File: config.mk
export PLATFORM = sky130hd
export DESIGN_NAME = spi_reg_target
export DESIGN_NICKNAME = d
export VERILOG_FILES = /design/src/rtl/spi_reg_target.sv
export SDC_FILE = /design/constraint.sdc
export NUM_CORES = 1
export LEC_CHECK = 0
export BUFFER_PORTS_ARGS = -buffer_cell sky130_fd_sc_hd__buf_2
export CAP_MARGIN = 20
export CELL_PAD_IN_SITES_DETAIL_PLACEMENT = 0
export CELL_PAD_IN_SITES_GLOBAL_PLACEMENT = 1
export CORE_ASPECT_RATIO = 0.8
export CORE_UTILIZATION = 48
export CTS_CLUSTER_DIAMETER = 120
export DETAILED_ROUTE_END_ITERATION = 8
export GPL_TIMING_DRIVEN = 0
export PLACE_DENSITY = 0.93
export SYNTH_ARGS = -nofsm -noshare
export SYNTH_HDL_FRONTEND = slang
export SYNTH_SLANG_ARGS = --single-unit
File: constraint.sdc
create_clock -name clk -period 5.9 [get_ports clk]
set_input_delay 0.295 -clock clk [delete_from_list [all_inputs] [get_ports clk]]
set_output_delay 0.295 -clock clk [all_outputs]
set_load 0.005 [all_outputs]
File: src/rtl/spi_reg_target.sv
`timescale 1ns/1ps
`default_nettype none
// ============================================================================
//  Module      : spi_reg_target
//  Description : SPI mode-0 target that turns 16-bit write frames into five
//                8-bit control registers. Optional macro SPI_READBACK_EN
//                enables register readback on cipo.
//  Revision    : 1.0 - initial release
// ============================================================================
module spi_reg_target #(
    parameter int SYNC_STAGES = 2,
    parameter int MAX_ADDR    = 4
) (
    input  logic       clk,
    input  logic       rst_n,
    input  logic       sclk,
    input  logic       copi,
    input  logic       ncs,
    output logic       cipo,
    output logic [7:0] en_reg_out_7_0,
    output logic [7:0] en_reg_out_15_8,
    output logic [7:0] en_reg_pwm_7_0,
    output logic [7:0] en_reg_pwm_15_8,
    output logic [7:0] pwm_duty_cycle,
    output logic       frame_done,
    output logic       frame_err
);

    localparam int NREGS = 5;
    localparam int SW    = SYNC_STAGES + 1;

    typedef enum logic [1:0] {
        ST_IDLE   = 2'd0,
        ST_SHIFT  = 2'd1,
        ST_COMMIT = 2'd2
    } state_t;

    logic [SW-1:0]          sclk_sync_q;
    logic [SW-1:0]          ncs_sync_q;
    logic [SYNC_STAGES-1:0] copi_sync_q;

    // Index SYNC_STAGES-1 is the synchronized value; the top bit is history.
    always_ff @(posedge clk or negedge rst_n) begin
        if (!rst_n) begin
            sclk_sync_q <= '0;
            ncs_sync_q  <= '1;
            copi_sync_q <= '0;
        end else begin
            sclk_sync_q <= {sclk_sync_q[SW-2:0], sclk};
            ncs_sync_q  <= {ncs_sync_q[SW-2:0], ncs};
            copi_sync_q <= {copi_sync_q[SYNC_STAGES-2:0], copi};
        end
    end

    logic sclk_s, sclk_h, ncs_s, ncs_h, copi_s;
    logic sclk_rise, ncs_rise, ncs_fall;
    assign sclk_s    = sclk_sync_q[SYNC_STAGES-1];
    assign sclk_h    = sclk_sync_q[SYNC_STAGES];
    assign ncs_s     = ncs_sync_q[SYNC_STAGES-1];
    assign ncs_h     = ncs_sync_q[SYNC_STAGES];
    assign copi_s    = copi_sync_q[SYNC_STAGES-1];
    assign sclk_rise = sclk_s & ~sclk_h;
    assign ncs_rise  = ncs_s & ~ncs_h;
    assign ncs_fall  = ~ncs_s & ncs_h;

    state_t      state_q, state_d;
    logic [15:0] shift_q, shift_d;
    logic [4:0]  cnt_q, cnt_d;
    logic        done_q, done_d;
    logic        err_q, err_d;
    logic        we;
    logic [7:0]  regs_q [NREGS];
    logic [15:0] shift_next;
    logic [6:0]  wr_addr;
    logic        wr_addr_ok;

    assign shift_next = {shift_q[14:0], copi_s};
    assign wr_addr    = shift_q[14:8];
    assign wr_addr_ok = (int'(wr_addr) <= MAX_ADDR) && (wr_addr < 7'(NREGS));

    always_comb begin
        state_d = state_q;
        shift_d = shift_q;
        cnt_d   = cnt_q;
        done_d  = 1'b0;
        err_d   = 1'b0;
        we      = 1'b0;
        case (state_q)
            ST_IDLE: begin
                if (ncs_fall) begin
                    shift_d = '0;
                    cnt_d   = '0;
                    state_d = ST_SHIFT;
                end
            end
            ST_SHIFT: begin
                // A chip-select rise beats a coincident sclk edge.
                if (ncs_rise) begin
                    state_d = ST_COMMIT;
                end else if (sclk_rise) begin
                    shift_d = shift_next;
                    if (cnt_q != 5'd17) cnt_d = cnt_q + 5'd1;
                end
            end
            ST_COMMIT: begin
                state_d = ST_IDLE;
                if (cnt_q != 5'd16) begin
                    err_d = 1'b1;
                end else if (shift_q[15] && wr_addr_ok) begin
                    we     = 1'b1;
                    done_d = 1'b1;
`ifdef SPI_READBACK_EN
                end else if (!shift_q[15]) begin
                    done_d = 1'b1;
`endif
                end
                if (ncs_fall) begin
                    shift_d = '0;
                    cnt_d   = '0;
                    state_d = ST_SHIFT;
                end
            end
            default: state_d = ST_IDLE;
        endcase
    end

    always_ff @(posedge clk or negedge rst_n) begin
        if (!rst_n) begin
            state_q <= ST_IDLE;
            shift_q <= '0;
            cnt_q   <= '0;
            done_q  <= 1'b0;
            err_q   <= 1'b0;
            for (int i = 0; i < NREGS; i++) regs_q[i] <= '0;
        end else begin
            state_q <= state_d;
            shift_q <= shift_d;
            cnt_q   <= cnt_d;
            done_q  <= done_d;
            err_q   <= err_d;
            if (we) regs_q[wr_addr[2:0]] <= shift_q[7:0];
        end
    end

`ifdef SPI_READBACK_EN
    logic [7:0] rb_q, rb_d;
    logic [6:0] rd_addr;
    logic [7:0] rd_data;
    logic       sclk_fall;

    assign sclk_fall = ~sclk_s & sclk_h;
    assign rd_addr   = shift_next[6:0];

    always_comb begin
        rd_data = 8'h00;
        if ((int'(rd_addr) <= MAX_ADDR) && (rd_addr < 7'(NREGS)))
            rd_data = regs_q[rd_addr[2:0]];
    end

    // Loaded after the 8th rising edge; the first falling edge after that
    // keeps the MSB so the controller can sample it on the 9th rising edge.
    always_comb begin
        rb_d = '0;
        if (state_q == ST_SHIFT && !ncs_rise) begin
            rb_d = rb_q;
            if (sclk_rise && cnt_q == 5'd7 && !shift_next[7])
                rb_d = rd_data;
            else if (sclk_fall && cnt_q >= 5'd9 && cnt_q <= 5'd15)
                rb_d = {rb_q[6:0], 1'b0};
        end
    end

    always_ff @(posedge clk or negedge rst_n) begin
        if (!rst_n) rb_q <= '0;
        else        rb_q <= rb_d;
    end

    assign cipo = rb_q[7];
`else
    assign cipo = 1'b0;
`endif

    assign en_reg_out_7_0  = regs_q[0];
    assign en_reg_out_15_8 = regs_q[1];
    assign en_reg_pwm_7_0  = regs_q[2];
    assign en_reg_pwm_15_8 = regs_q[3];
    assign pwm_duty_cycle  = regs_q[4];
    assign frame_done      = done_q;
    assign frame_err       = err_q;

endmodule
`default_nettype wire

* Word-level counts from Yosys, hierarchy flattened
Cells that the tools add are included.
** Cells by class
- Add/subtract/negate cells :: 1
- $lt $le $gt $ge :: 4
- Equal/unequal tests :: 10
- Mux-type cells :: 21
- Bitwise logic cells :: 7
- Reductions and logical operators :: 9
** Operators with widths (number)
- $mux W16 :: 3
- $bwmux W40 :: 1
- $pmux W16 S2 :: 1
- $demux W8 S3 :: 1
- $mux W5 :: 4
- $ne A2 B2 Y1 const B :: 5
- $ne A5 B5 Y1 const B :: 2
- $pmux W5 S2 :: 1
- $mux W8 :: 1
- $le A7 B3 Y1 const B :: 1
- $lt A7 B3 Y1 const B :: 1
- $mux W1 :: 6
- $pmux W2 S3 :: 1
- $add A5 B1 Y5 const B :: 1
- $reduce_and A5 Y1 :: 1
- $ge A4 B4 Y1 const B :: 1
- $lt A4 B1 Y1 const B :: 1
- $mux W2 :: 2
- $not A3 Y4 :: 1
- $reduce_and A4 Y1 :: 1
- $and A1 B1 Y1 :: 3
- $logic_and A1 B1 Y1 :: 3
- $not A1 Y1 :: 3
- $eq A2 B1 Y1 const B :: 1
- other kinds (6) :: 6
** Word-level totals
- Register bits after elaboration :: 73
- Output and inout bits :: 43
- Word-level logic and storage cells :: 65

* Logic depth before layout (Yosys ltp)
Gate-level depths: netlist of run 1.
- Depth in word-level cells :: 6
- Depth in mapped cells :: 8
- Mapped depth without buffers :: 6

* Least setup slack after synthesis of run 1
No wires, ideal clock.
- Path type :: register to register
- Start :: register cnt_q[0]
- End :: register regs_q (netlist bit pwm_duty_cycle[0])
- Library setup time :: 125 ps
- Data arrival time :: 1807 ps
- Slack :: 3968 ps
- Cell stages (with the launch flop) :: 8
- Clock period less this slack :: 1932 ps
- Path through :: dfrtp_1 > inv_1 > ha_1 > and4bb_1 > nand2_1 > or4_4 > buf_6 > mux2_4
** Between the ends
- Cells in the longest elaborated chain, start to end :: 3
** Ends and longest elaborated chain
- start: declaration :: line 68 : logic [4:0] cnt_q, cnt_d;
- start signal: assignment :: line 138 : cnt_q <= cnt_d;
- $ne A5 B5 Y1 :: line 107 : if (cnt_q != 5'd16) begin
- $mux W1 :: line 107
- $mux W1 :: line 88 : case (state_q)
- end signal: indexed assignment :: line 141 : if (we) regs_q[wr_addr[2:0]] <= shift_q[7:0];
- end: declaration :: line 72 : logic [7:0] regs_q [NREGS];
No other way between the ends.
A chain may end at the register's enable or synchronous reset.

* Worst setup path after layout of run 1
- Start :: register cnt_q[0]
- End :: register regs_q (netlist bit en_reg_pwm_7_0[1])
Same word-level chain as after synthesis.

==> results of run 1 <==
## final cells by class
class                      count  share of cell area (%)
buffer                         9                    1.33
clock buffer                  10                    3.95
clock inverter                 5                    2.98
inverter                       3                   0.323
multi-input combinational    136                    29.4
sequential                    73                    52.5
tap                           78                    2.80
timing repair buffer          46                    6.68
## cell usage in the layout, fill, tap and decap left out, types with 2 or more instances in the layout
master / count
dfrtp_1: 70
buf_2: 46
nand2_1: 37
mux2_2: 32
o21ai_0: 19
clkbuf_8: 10
mux2_4: 8
clkbuf_1: 6
nor2_1: 4
inv_1: 3
nand2b_1: 3
nor3_1: 3
ha_1: 3
bufinv_16: 3
dfstp_2: 3
nor3b_1: 2
nand3_1: 2
xnor2_1: 2
nand3b_2: 2
buf_4: 2
## metal layers
layer / wire length (um) / vias to the layer above
met4: 51 / 0
met2: 2460 / 56
li1: - / 878
met1: 2550 / 920
met5: 0 / -
met3: 336 / 6
## kinds of logic after synthesis
group,after synthesis
buffers and inverters,12
AOI/OAI and AO/OA,23
DFF,73
and+or+nand+nor,67
other,1
xor gates and xnor gates,2
adders and majority gates,3
muxes,40
## worst min-delay path by stage
stage | startpoint | endpoint | cells after the start
5_1_grt | ncs | ncs_sync_q[0] | 1
6_report | ncs | ncs_sync_q[0] | 1
4_1_cts | ncs | ncs_sync_q[0] | 1
3_5_place_dp | copi_sync_q[0] | copi_sync_q[1] | 0
3_3_place_gp | sclk_sync_q[0] | sclk_sync_q[1] | 0
2_1_floorplan | rst_n | cnt_q[0] | 0
## power by group through the flow
stage          clock network, mW  logic, mW  registers, mW
6_report                   0.465     0.0592          0.532
3_5_place_dp                   0     0.0598          0.542
3_3_place_gp                   0     0.0578          0.541
2_1_floorplan                  0     0.0357          0.537
4_1_cts                    0.477     0.0602          0.532
5_1_grt                    0.495     0.0705          0.535
## registers in the layout, summed over array words and instances (netlist names), 2 cells and up
name and flops:
ncs_sync_q 3, cnt_q 5, sclk_sync_q 3, en_reg_pwm_7_0 8
pwm_duty_cycle 8, shift_q 16, en_reg_pwm_15_8 8, en_reg_out_7_0 8
state_q 2, copi_sync_q 2, en_reg_out_15_8 8
## through the flow
step / utilization, % / cell area (um^2) / power [mW] / hold WS [ps] / worst slack, ps
global placement: 57.4 / 3240 / 0.599 / 333 / 3840
detailed placement: 57.5 / 3240 / 0.602 / 335 / 3790
CTS: 61.7 / 3490 / 1.07 / 33.8 / 3760
global route: 61.7 / 3490 / 1.10 / 32.8 / 3630
finish: 61.7 / 3490 / 1.06 / 57.0 / 3750
floorplan: - / 2910 / 0.572 / -0.591 / 3970
## critical path: cells and delay by family, from the launching register on
family                   cells  cell delay, ps
adder cells (fa/ha/maj)      1             140
AND/OR/NAND/NOR              3             780
buffers and inverters        2             300
flip-flops                   1             440
multiplexers                 1             370
==> results by group, run 1 <==
Outcome
  – Status: finished clean

Synth
  – Yosys top cell area share: ~60%
  – Synth area leader: dfrtp_1
  – Post-Synth Adder-Cell Area: under 10%
  – Post-synthesis compound-gate area fraction: roughly 4.3%
  – Synth Cell Area: a little under 0.003 mm^2
  – Syn Nets: 229
  – Sequential fraction of the synthesis area: around 63%
  – Mean Syn Cell Area: around 13 um^2
  – Xor/xnor share of the synthesized area: less than 1%
  – Distinct cell type count after synthesis: 38
  – Commonest cells post-synth: dfrtp_1 (70), nand2_1 (37), mux2_2 (32), o21ai_0 (19), mux2_4 (8)
  – Largest family of logic cells by synthesized area: multiplexers
  – Number of flops mapped to enable cells by yosys: 0
  – Top FF cell, synth: dfrtp_1
  – Mux share of post-synthesis cell area: 16.5%
  – #FFs+latches synth: 73
  – Count leader, synth: dfrtp_1
  – Ys Warns: 0
  – Synth async-reset ratio: 100%
  – Mapped Cells: around 220
  – Simple-Gate Fraction of Synth Area: approximately an eighth
  – Top cells by area, synth: dfrtp_1 (60%), mux2_2 (12%), nand2_1 (4.8%)

Worst setup path
  – Worst setup EP type: flop
  – Slowest cell on crit path: dfrtp_1
  – Reg2reg start: cnt_q[0]
  – Max incr delay on CP: roughly 440 ps
  – Critical path type: flop to flop
  – Worst Path Arrival: 2360 ps
  – FF-to-FF path depth: 7
  – Worst-path cell chain: inv_1 > ha_1 > and4bb_1 > and4_2 > clkbuf_1 > nand3b_2 > mux2_2
  – R2R Path End: en_reg_pwm_7_0[1]
  – CP required: approximately 6100 ps
  – Setup crit start kind: flop
  – CP max FO: 8
  – Flop2flop setup slack: 3750 ps
  – Worst Setup EP: en_reg_pwm_7_0[1]
  – CP startpoint: cnt_q[0]

STA
  – Tcrit/Tclk final: between 30% and 40%
  – Final setup vio count: 0
  – Setup TNS Final: 0 ps
  – Worst-margin pin slew: about 890 ps
  – Final number of hold-violating endpoints: 0
  – Clk_skew: just over 7 ps
  – RSZ-0062 raised after global routing: false
  – F_max: 466 MHz
  – Final slew viol count: 0
  – Slew HR: 40.6%
  – Minimum clock period after layout: about 2100 ps

Power and ir drop
  – P_sw: 234 uW
  – Maximum VDD drop: roughly 0.00026 V
  – Sequential cell fraction of total power: around 50%
  – Switching Fraction: 22.2%
  – Logic pwr share: about 5.6%
  – Pint: 822 uW
  – Clk pwr share: a little over two fifths
  – P_leak: about 1.8 nW
  – PwrDens: a little over 300 mW/mm^2

Clock tree
  – H-tree depth: 3
  – TritonCTS Buffers: 9
  – Skew-Pair Late Insertion Delay: 330 ps
  – Clock transition at path regs: roughly 80 ps
  – Cts repair resizes: 0
  – Sinks on Clock Net: 73
  – Hold_buf cts: 0
  – Clock buffer depth: 2
  – Root Driver: clkbuf_8
  – Setup bufs post-CTS: 0
  – CTS tree: built

Floorplanning
  – Core area: between 0.005 and 0.006 mm^2
  – Starting Density: ~52%
  – I/O Pins: 48
  – Die H: roughly 72 um
  – Std-Cell Rows: 24
  – Die X: 89.1 um
  – Die Area: 0.00639 mm^2

Global route
  – Grt peak-use layer: met2
  – Initial antenna violation count: 0
  – M2 GR Usage: between 20 and 30%
  – GRT Total Usage: roughly 20%
  – Congestion Overflow GR: 0
  – Largest net degree at the start of global routing: 74
  – Met1 Use GR: between 20% and 30%
  – Vias in the first global route: between 1,500 and 2,000
  – Met3 usage: ~7%
  – Global-route wire length before repair: approximately 9200 um

Routing
  – Pre-Repair DR Iteration Count: 4
  – Post-DR wirelength/cell: between 10 and 15 um
  – DR vias: ~1,900
  – DRC errors left: 0
  – Final WL: between 5000 and 6000 um
  – Initial DRC count: about 160
  – Via-to-Cell Ratio: 5.17
  – ANT nets after route: 0

Placed design
  – Placed insts: around 350
  – Port-buffer cells: 46
  – Final HPWL DP: about 3600 um
  – Placer congestion estimate: 0.805

Final layout
  – # diodes: 0
  – Area of the multi-input gates: 0.00103 mm^2
  – Area Overhead vs Synth: 19.6%
  – Share of cells above drive strength 1: around two fifths
  – Final non-filler cell total: 360
  – Final net count: approximately 290
  – Fill count: 491
  – FF/Latch Area: about 0.0018 mm^2

Flow run
  – Max cap viols: 0

Hold path
  – Hold Path Class: input port to flop
Power figures use the tool's default switching activity.
==> inputs of run 2 (changes only) <==
Settings changed: ABC_AREA set to 1, CORE_UTILIZATION 48 to 43, PLACE_DENSITY 0.93 to 0.89.
Clock period 5.9 ns to 2.18 ns, I/O delays scaled along.
==> run 2 against run 1 <==
  * Total power rose to 2.8 times the previous value
  * Sequential share of layout area down 9.2 points
  * Clock-buffer cell count down 1
  * Clock power rose to 2.5 times the previous value
  * Combinational power rose to 5.4 times the previous value
  * Synthesized area up 23%
  * Non-clock buffer count up 12
  * Clock skew about the same
  * Flip-flop and latch count unchanged
  * Register-to-register slack worse by 3200 ps
==> results by group, run 2 <==
Floorplanning
  – I/O Pins: 48 (unchanged)
  – Die Area: 0.00871 mm^2 (was 0.00639 mm^2)
  – Core area: 0.00802 mm^2 (was 0.00565 mm^2)
  – Starting Density: 44.7% (was 51.6%)
  – Std-Cell Rows: 29 (was 24)
  – Die X: 104 um (was 89.1 um)
  – Die H: 83.7 um (was 71.7 um)

STA
  – Final number of hold-violating endpoints: 0 (unchanged)
  – F_max: 625 MHz (was 466 MHz)
  – Clk_skew: 7.29 ps (was 7.04 ps)
  – Tcrit/Tclk final: 73.4% (was 36.4%)
  – Hold_ws: 236 ps (was 57.0 ps)
  – Minimum clock period after layout: 1600 ps (was 2150 ps)
  – Final setup vio count: 0 (unchanged)
  – RSZ-0062 raised after global routing: false (unchanged)
  – Setup ws final: 579 ps (was 3750 ps)
  – Final slew viol count: 0 (unchanged)
  – Setup TNS Final: 0 ps (unchanged)

Synth
  – Syn Nets: 436 (was 229)
  – Number of flops mapped to enable cells by yosys: 0 (unchanged)
  – Synth async-reset ratio: 100% (unchanged)
  – Commonest cells post-synth: nand2_1 (134), inv_1 (99), dfrtp_1 (70), nand4_1 (41), o21ai_1 (16) (was dfrtp_1 (70), nand2_1 (37), mux2_2 (32), o21ai_0 (19), mux2_4 (8))
  – Yosys top cell area share: 48.9% (was 60.1%)
  – Distinct cell type count after synthesis: 28 (was 38)
  – Count leader, synth: nand2_1 (was dfrtp_1)
  – Mapped Cells: 428 (was 221)
  – Sequential fraction of the synthesis area: 51.1% (was 62.8%)
  – #FFs+latches synth: 73 (unchanged)
  – Synth Cell Area: 0.00358 mm^2 (was 0.00291 mm^2)
  – Ys Warns: 0 (unchanged)
  – Top FF cell, synth: dfrtp_1 (unchanged)
  – Synth area leader: dfrtp_1 (unchanged)
  – Top cells by area, synth: dfrtp_1 (49%), nand2_1 (14%), inv_1 (10%) (was dfrtp_1 (60%), mux2_2 (12%), nand2_1 (4.8%))
  – Mean Syn Cell Area: 8.37 um^2 (was 13.2 um^2)

Placed design
  – Placed cell area: 0.00397 mm^2 (was 0.00324 mm^2)
  – Final HPWL DP: 5210 um (was 3630 um)
  – Placer congestion estimate: 0.772 (was 0.805)
  – Setup slack at placement: 597 ps (was 3790 ps)
  – Port-buffer cells: 46 (unchanged)

Power and ir drop
  – PwrDens: 694 mW/mm^2 (was 303 mW/mm^2)
  – Logic pwr share: 11.0% (was 5.6%)
  – Switching Fraction: 27.0% (was 22.2%)
  – Pint: 2.14 mW (was 822 uW)
  – Clk pwr share: 39.8% (was 44.0%)
  – P_sw: 793 uW (was 234 uW)
  – Sequential cell fraction of total power: 49.2% (was 50.4%)
  – P_leak: 2.46 nW (was 1.81 nW)
  – Maximum VDD drop: 0.000325 V (was 0.000265 V)

Global route
  – Largest net degree at the start of global routing: 43 (was 74)
  – Initial antenna violation count: 0 (unchanged)
  – Vias in the first global route: 2,716 (was 1,840)
  – Congestion Overflow GR: 0 (unchanged)
  – Global-route wire length before repair: 13,000 um (was 9180 um)
  – GRT Total Usage: 19.1% (was 19.8%)

Routing
  – DRC errors left: 0 (unchanged)
  – ANT nets after route: 0 (unchanged)
  – Post-DR wirelength/cell: 12.4 um (was 15.0 um)
  – DR vias: 2,807 (was 1,860)
  – Final WL: 7510 um (was 5400 um)
  – Initial DRC count: 175 (was 155)
  – Pre-Repair DR Iteration Count: 4 (unchanged)
  – Via-to-Cell Ratio: 4.66 (was 5.17)

Final layout
  – Final instance area: 0.00423 mm^2 (was 0.00349 mm^2)
  – Area Overhead vs Synth: 18.1% (was 19.6%)
  – FF/Latch Area: 0.00183 mm^2 (unchanged)
  – Commonest cells after routing, fill and taps aside: nand2_1 (134), inv_1 (99), dfrtp_1 (70) (was dfrtp_1 (70), buf_2 (46), nand2_1 (37))
  – Area of the multi-input gates: 0.00122 mm^2 (was 0.00103 mm^2)
  – Commonest non-fill, non-tap cell in the layout: nand2_1 (was dfrtp_1)
  – Number of flip-flops under the largest register name: 16 (unchanged)
  – Biggest register: shift_q (unchanged)
  – Share of cells above drive strength 1: 21.2% (was 41.1%)
  – # diodes: 0 (unchanged)
  – Fill count: 773 (was 491)
  – Final net count: 498 (was 286)

Worst setup path
  – R2R Path End: en_reg_pwm_7_0[1] (unchanged)
  – Buffers and inverters on the worst path: 4 (was 2)
  – CP required: 2430 ps (was 6120 ps)
  – Setup crit start kind: flop (unchanged)
  – Delay-heaviest family, CP: buffers and inverters (was simple AND/OR/NAND/NOR gates)
  – Worst Path Arrival: 1850 ps (was 2360 ps)
  – Worst setup EP type: flop (unchanged)
  – Worst-path cell chain: inv_1 > ha_1 > nand2_2 > nor2_4 > buf_8 > buf_6 > nand4_1 > nand2_1 > inv_1 (was inv_1 > ha_1 > and4bb_1 > and4_2 > clkbuf_1 > nand3b_2 > mux2_2)
  – Flop2flop setup slack: 580 ps (was 3750 ps)
  – Instance count on the critical path: 9 (was 7)
  – Reg2reg start: cnt_q[0] (unchanged)
  – Max incr delay on CP: 450 ps (was 440 ps)
  – CP max FO: 10 (was 8)
  – Top cell by count, worst path: inv_1
  – Critical path type: flop to flop (unchanged)
  – FF-to-FF path depth: 9 (was 7)
  – Slowest cell on crit path: dfrtp_1 (unchanged)

Clock tree
  – Cts repair resizes: 0 (unchanged)
  – TritonCTS Buffers: 9 (unchanged)
  – Setup bufs post-CTS: 0 (unchanged)
  – Skew-Pair Late Insertion Delay: 350 ps (was 330 ps)
  – Clock buffer depth: 2 (unchanged)
  – Clock transition at path regs: 80 ps (about the same)
  – Hold_buf cts: 4 (was 0)
  – Root Driver: clkbuf_8 (unchanged)
  – H-tree depth: 3 (unchanged)
  – CTS tree: built (unchanged)
  – Sinks on Clock Net: 73 (unchanged)

Hold path
  – Hold Path Class: input port to async pin (was input port to flop)

Flow run
  – Max cap viols: 0 (unchanged)

Outcome
  – Status: finished clean (unchanged)
run 2: cell count changes after synthesis, moves of 5 or more:
cell | previous run | this run
o21ai_1 | 0 | 16
nand3_1 | 2 | 7
inv_1 | 3 | 99
nand2_1 | 37 | 134
o21ai_0 | 19 | 3
clkbuf_1 | 6 | 1
mux2_4 | 8 | 0
nand4_1 | 0 | 41
buf_6 | 1 | 10
nor2_4 | 0 | 8
mux2_2 | 32 | 0
run 2: worst reg2reg max path: stages (launching register included):
cell and delay, ps:
dfrtp_1 450, inv_1 90, ha_1 160, nand2_2 80, nor2_4 120, buf_8 180
buf_6 160, nand4_1 120, nand2_1 110, inv_1 40
run 2: cell type report:
class	instances	share of cell area, %
plain buffers	16	3.64
well taps	108	3.19
flip-flops and latches	73	43.3
repair buffers	51	6.92
inverters	102	9.05
multi-input cells	237	28.7
clock buffers	9	2.93
clock inverters	7	2.25
run 2: metrics by stage:
stage / power [mW] / utilization (%) / std cells
after floorplan: 1.67 / - / 428
after global placement: 1.77 / 49.2 / 582
after detailed placement: 1.79 / 49.5 / 583
after CTS: 2.97 / 52.8 / 603
after global routing: 3.07 / 52.8 / 603
final: 2.93 / 52.8 / 603
run 2: kinds of logic (layout without fill, tap and decap cells):
logic type | Yosys count | after routing | synth area share [%]
AO/OA/AOI/OAI | 20 | 20 | 2.79
adder cells (fa/ha/maj) | 3 | 3 | 1.05
AND/OR/NAND/NOR | 211 | 211 | 29.5
flip-flops | 73 | 73 | 51.1
buffers and inverters | 118 | 185 | 15.0
XOR/XNOR | 2 | 2 | 0.489
other | 1 | 1 | 0.105
run 2: layer usage:
| metal | vias to the layer above | share of wire (%) | track usage, % |
|---|---|---|---|
| met3 | 11 | 5.1 | 5.85 |
| li1 | 1421 | - | - |
| met2 | 65 | 45 | 28.7 |
| met4 | 0 | 1.3 | 6.10 |
| met1 | 1310 | 49 | 26.3 |
| met5 | - | 0 | 0 |
run 2: power groups by stage:
stage	clock (mW)	combinational [mW]	sequential (mW)
final	1.17	0.322	1.44
after global placement	0	0.298	1.47
after CTS	1.20	0.327	1.44
after floorplan	0	0.209	1.46
after detailed placement	0	0.317	1.47
after global routing	1.26	0.364	1.45
run 2: worst max path at each step:
stage	startpoint	end	slack [ps]
2_1_floorplan	cnt_q[0]	en_reg_out_15_8[5]	800
3_3_place_gp	rst_n	en_reg_pwm_7_0[6]	550
3_5_place_dp	cnt_q[0]	en_reg_pwm_7_0[7]	600
4_1_cts	cnt_q[0]	en_reg_pwm_7_0[7]	580
5_1_grt	cnt_q[0]	en_reg_pwm_7_0[6]	490
6_report	cnt_q[0]	en_reg_pwm_7_0[1]	580
